File: src/rtl/key_tone_player.sv
// Key-to-tone player: synchronised, debounced keys pick one C-major note; a square-wave tone and signed sample follow.
// Optional octave shift is enabled by defining KEY_TONE_OCTAVE_EN.
module key_tone_player #(
  parameter int                 NUM_KEYS        = 4,
  parameter int                 CLK_HZ          = 50_000_000,
  parameter int                 DEBOUNCE_CYCLES = 500_000,
  parameter bit                 KEY_ACTIVE_LOW  = 1'b1,
  parameter logic signed [15:0] AMPL            = 16'sd8192
) (
  input  logic                clk,
  input  logic                reset,
  input  logic [NUM_KEYS-1:0] key,
  input  logic                octave_up,
  input  logic                octave_down,
  output logic                note_valid,
  output logic [2:0]          note_idx,
  output logic [31:0]         half_period,
  output logic [1:0]          octave,
  output logic                tone_out,
  output logic signed [15:0]  sample
);

  // The debounce counter never exceeds DEBOUNCE_CYCLES-1.
  localparam int CW = (DEBOUNCE_CYCLES > 1) ? $clog2(DEBOUNCE_CYCLES) : 1;
  localparam logic [CW-1:0] DB_LAST = CW'(DEBOUNCE_CYCLES - 1);

  localparam logic [31:0] HP [8] = '{
    32'(CLK_HZ / (2 * 523)), 32'(CLK_HZ / (2 * 587)),
    32'(CLK_HZ / (2 * 659)), 32'(CLK_HZ / (2 * 698)),
    32'(CLK_HZ / (2 * 784)), 32'(CLK_HZ / (2 * 880)),
    32'(CLK_HZ / (2 * 988)), 32'(CLK_HZ / (2 * 1046))
  };

  logic [NUM_KEYS-1:0] key_norm;
  logic [NUM_KEYS-1:0] sync1;
  logic [NUM_KEYS-1:0] sync2;
  logic [NUM_KEYS-1:0] db;
  logic [CW-1:0]       db_cnt [NUM_KEYS];

  // Synchronisers reset to "not pressed" so a held key needs a full debounce after reset.
  assign key_norm = KEY_ACTIVE_LOW ? ~key : key;

  always_ff @(posedge clk) begin
    if (reset) begin
      sync1 <= '0;
      sync2 <= '0;
    end else begin
      sync1 <= key_norm;
      sync2 <= sync1;
    end
  end

  always_ff @(posedge clk) begin
    if (reset) begin
      db <= '0;
      for (int i = 0; i < NUM_KEYS; i++) db_cnt[i] <= '0;
    end else begin
      for (int i = 0; i < NUM_KEYS; i++) begin
        if (sync2[i] == db[i]) begin
          db_cnt[i] <= '0;
        end else if (db_cnt[i] == DB_LAST) begin
          db[i]     <= sync2[i];
          db_cnt[i] <= '0;
        end else begin
          db_cnt[i] <= db_cnt[i] + CW'(1);
        end
      end
    end
  end

  logic       any_key;
  logic [2:0] sel_idx;

  always_comb begin
    any_key = 1'b0;
    sel_idx = 3'd0;
    for (int i = NUM_KEYS - 1; i >= 0; i--) begin
      if (db[i]) begin
        any_key = 1'b1;
        sel_idx = 3'(i);
      end
    end
  end

`ifdef KEY_TONE_OCTAVE_EN
  always_ff @(posedge clk) begin
    if (reset) begin
      octave <= 2'd0;
    end else if (octave_up && !octave_down && octave != 2'd2) begin
      octave <= octave + 2'd1;
    end else if (octave_down && !octave_up && octave != 2'd0) begin
      octave <= octave - 2'd1;
    end
  end
`else
  logic unused_octave_pulses;
  assign unused_octave_pulses = octave_up ^ octave_down;
  assign octave = 2'd0;
`endif

  always_ff @(posedge clk) begin
    if (reset) begin
      note_valid  <= 1'b0;
      note_idx    <= 3'd0;
      half_period <= 32'd0;
    end else begin
      note_valid  <= any_key;
      if (any_key) note_idx <= sel_idx;
      half_period <= any_key ? (HP[sel_idx] >> octave) : 32'd0;
    end
  end

  // Any change of the sounding note (index, octave or validity) restarts the tone one cycle later.
  logic [31:0] cnt;
  logic        prev_valid;
  logic [2:0]  prev_idx;
  logic [1:0]  prev_oct;
  logic        restart;

  assign restart = (note_valid != prev_valid) || (note_idx != prev_idx) || (octave != prev_oct);

  always_ff @(posedge clk) begin
    if (reset) begin
      prev_valid <= 1'b0;
      prev_idx   <= 3'd0;
      prev_oct   <= 2'd0;
      cnt        <= 32'd0;
      tone_out   <= 1'b0;
      sample     <= 16'sd0;
    end else begin
      prev_valid <= note_valid;
      prev_idx   <= note_idx;
      prev_oct   <= octave;
      if (!note_valid || restart) begin
        cnt      <= 32'd0;
        tone_out <= 1'b0;
      end else if (cnt == half_period - 32'd1) begin
        cnt      <= 32'd0;
        tone_out <= ~tone_out;
      end else begin
        cnt <= cnt + 32'd1;
      end
      sample <= note_valid ? (tone_out ? AMPL : -AMPL) : 16'sd0;
    end
  end

endmodule
File: config.mk
export PLATFORM = sky130hd
export DESIGN_NAME = key_tone_player
export DESIGN_NICKNAME = d
export VERILOG_FILES = /design/src/rtl/key_tone_player.sv
export SDC_FILE = /design/constraint.sdc
export NUM_CORES = 1
export LEC_CHECK = 0
export CORE_MARGIN = 1.5
export CORE_UTILIZATION = 50
export CTS_CLUSTER_SIZE = 30
export DETAILED_ROUTE_END_ITERATION = 12
export PLACE_DENSITY = 0.7
export SYNTH_ARGS = -nofsm -noshare
export SYNTH_HDL_FRONTEND = slang
export SYNTH_SLANG_ARGS = --single-unit
File: constraint.sdc
create_clock -name clk -period 5.3 [get_ports clk]
set_clock_uncertainty 0.2 [all_clocks]
set_input_delay 0.795 -clock clk [delete_from_list [all_inputs] [get_ports clk]]
set_output_delay 0.795 -clock clk [all_outputs]
set_load 0.01 [all_outputs]
==> impl_results.md <==
* Tmin final at 4270 ps
* Mapped cell area at around 7500 um2
* Ant diodes at 0
* Via count at about 5300
* Startpoint types: flop
* DRC Markers at 0
* Final hold vios at 0
* Max Slew Vio Count at 0
* P per Cell Area at 288 nW/um2
* YS warnings at 0
* Post-DR wirelength/cell at 13.3 um
* Internal reg-to-reg setup slack at just over 1000 ps
* Avg Vias per Cell at about 5.0
* Maximum vdd drop at about 0.25 mV
* CTS Buf Count at 17
* Hold buffers post-CTS at 0
* R2R depth at 11
* CP Data Required Time at 5390 ps
* First-pass GRT wire length at around 24000 um
* RePlAce Congestion at about 0.88
* Worst Hold End: sync2[1]
* Max transition margin at 30.3%
* Row cnt at 44
* Cts repair resizes at 0
* Post-Route WL at roughly 14000 um
* Total track usage at 19.0%
* Netlist cell types at just over 50
* Die Y at approximately 130 um
* Syn Inst Count at roughly 770
* Max Fanout on Critical Path at 32
* Hold Startpoint: sync1[1]
* DRT Pass-1 Iters at 5
* Final Setup Violations at 0
* Largest net degree at the start of global routing at 33
* Setup TNS Final at 0 ps
* Most common cell after layout, fill and taps aside: nor2_1
* Post-synthesis sequential area ratio at 47.5%
* Pleak at between 3 and 4 nW
* Vias in the first global route at 5087
* Initial antenna violation count at 0
* CP Launch Point: half_period[8]
* Most frequent cells in the layout: nor2_1, conb_1, edfxtp_1, xor2_1, dfxtp_1
* Final net count at between 800 and 900
* Number of non-filler instances in the completed layout at 1057
* Core ar. at between 10000 and 15000 um2
* CTS tree: done
* Setup repair bufs after CTS at 0
* Critical Path AT at between 4000 and 5000 ps
* Outcome: complete, no violations
* Slew @ Worst Pin at roughly 1000 ps
* H-Tree Depth at 4
* IO Pins at 63
* DRT iter0 DRCs at 388
* Reg clk slew, reported paths at 60 ps
* RSZ-0062 raised after global routing: no
* PortBufs at 26
* Hold/Removal Path Class: flop to flop
* Cells after DPL at 1025
* Die area at 15800 um2
* Maximum clock path buffer count at 2
* Reg2reg end: cnt[13]
* Hold path cells at 1
* Clock Latency Late Sink at between 400 and 500 ps
* CP Capture Type: flop
* Post-DRT Antenna Nets at 0
* Clock root buffer: clkbuf_16
* Area Growth Syn to Fin at 14.9%
* Final Cycle Share at about 80%
* Syn Area/Cell at between 9 and 10 um2
* Share of cells above drive strength 1 at 7.33%
* Max Freq at between 200 and 250 MHz
* Die Width at ~130 um
* Seq cells post-synth at 140
* Kind of critical path: flop to flop
* Starting density of the core at between 50% and 60%
* Grt total ovfl at 0
* Critical R2R Launch: half_period[8]
* MaxCap Viol Count at 0
* Post-DP HPWL at about 9800 um
* Clk sink count at 140
==> where the power goes <==
group          switching [mW]  internal, mW  leakage [nW]
Clock                   0.455         0.762         0.294
Combinational          0.0428        0.0233          1.48
Sequential             0.0276          1.17          1.30
Total                   0.525          1.96          3.08
==> registers in the layout, summed over array words and instances (netlist names) <==
| name | flops |
|---|---|
| db_cnt | 76 |
| cnt | 32 |
| half_period | 11 |
| db | 4 |
| sync1 | 4 |
| sync2 | 4 |
| note_idx | 2 |
| prev_idx | 2 |
| sample | 2 |
| note_valid | 1 |
| prev_valid | 1 |
| tone_out | 1 |
==> kinds of logic (layout without fill, tap and decap cells) <==
| logic type | Yosys count | in the layout | share of synthesized area [%] |
|---|---|---|---|
| DFF | 140 | 140 | 47.5 |
| adders and majority gates | 10 | 10 | 1.67 |
| and+or+nand+nor | 381 | 381 | 26.8 |
| other | 2 | 110 | 0.100 |
| buffers and inverters | 81 | 80 | 6.37 |
| muxes | 8 | 8 | 1.08 |
| AOI/OAI and AO/OA | 27 | 27 | 2.83 |
| xor gates and xnor gates | 117 | 117 | 13.7 |
==> critical path, cell delays in order (launching register included) <==
cell	delay [ps]
dfxtp_1	380
or3_1	490
or4_1	430
nor3_1	170
ha_1	270
xor2_1	130
o2111ai_1	140
or4_4	550
or4_4	500
nor4_4	270
buf_4	460
nor3_1	120
==> worst max-delay path by stage <==
stage | endpoint | slack [ps] | depth (start not counted)
after global placement | cnt[1] | 1100 | 11
after floorplan | cnt[23] | 1370 | 11
after global routing | cnt[1] | 830 | 11
final | cnt[13] | 1030 | 11
after CTS | cnt[1] | 1050 | 11
after detailed placement | cnt[20] | 1090 | 11
==> cells in the mapped netlist (all sizes together) <==
cell     instances  area share, %
dfxtp           64             17
nor4b            3           0.35
nand2           48            2.4
conb             2           0.10
nand2b           1          0.083
clkbuf          18           0.90
or3              8           0.67
edfxtp          76             30
and3b            1           0.12
or4              6           0.77
nor3b            2           0.20
nand3b           1           0.10
o21ai            4           0.27
o2bb2ai          1           0.12
inv             19           0.95
o41ai            3           0.45
nor4            13            1.3
nor2b           11           0.92
nor3            50            4.8
o2111ai          4           0.47
and2             6           0.50
mux2i            7           0.93
xnor2           53            6.2
ha              10            1.7
o31ai            1           0.28
o22ai            3           0.25
xor2            64            7.5
nand4           32            2.7
and3            13            1.1
nor2           130            6.5
a2111oi          1           0.12
a2111o           1           0.15
o21bai           1           0.10
buf             44            4.5
or4b             1           0.13
mux2             1           0.15
a21o             2           0.20
and4             9            1.1
a31oi            2           0.17
nand3           43            2.9
a21oi            4           0.27
nand4b           2           0.23
or2              1          0.083
==> per-layer routing <==
metal | vias up | part of all wire (%) | global-route usage (%)
li1 | 2725 | - | -
met1 | 2495 | 46 | 24.4
met2 | 102 | 48 | 30.4
met3 | 11 | 4.3 | 6.08
met4 | 0 | 1.3 | 6.68
met5 | - | 0 | 0
==> per-stage QoR <==
| stage | util (%) | setup slack [ps] | power [mW] | cell area (um2) | hold slack, ps |
|---|---|---|---|---|---|
| after floorplan | - | 1370 | 1.29 | 7910 | 214 |
| after global placement | 54.9 | 1100 | 1.28 | 8020 | 253 |
| after detailed placement | 54.9 | 1090 | 1.29 | 8020 | 255 |
| after CTS | 59.1 | 1050 | 2.50 | 8620 | 262 |
| after global routing | 59.1 | 826 | 2.57 | 8620 | 269 |
| final | 59.1 | 1030 | 2.48 | 8620 | 257 |
==> layout make-up <==
cell class,instances,area [um2]
Sequential cell,140,3560
Timing Repair Buffer,29,283
Multi-Input combinational cell,653,3870
Tap cell,184,230
Clock buffer,21,460
Clock inverter,11,143
Fill cell,1292,5970
Inverter,19,71.3
(Power assumes the default switching activity.)
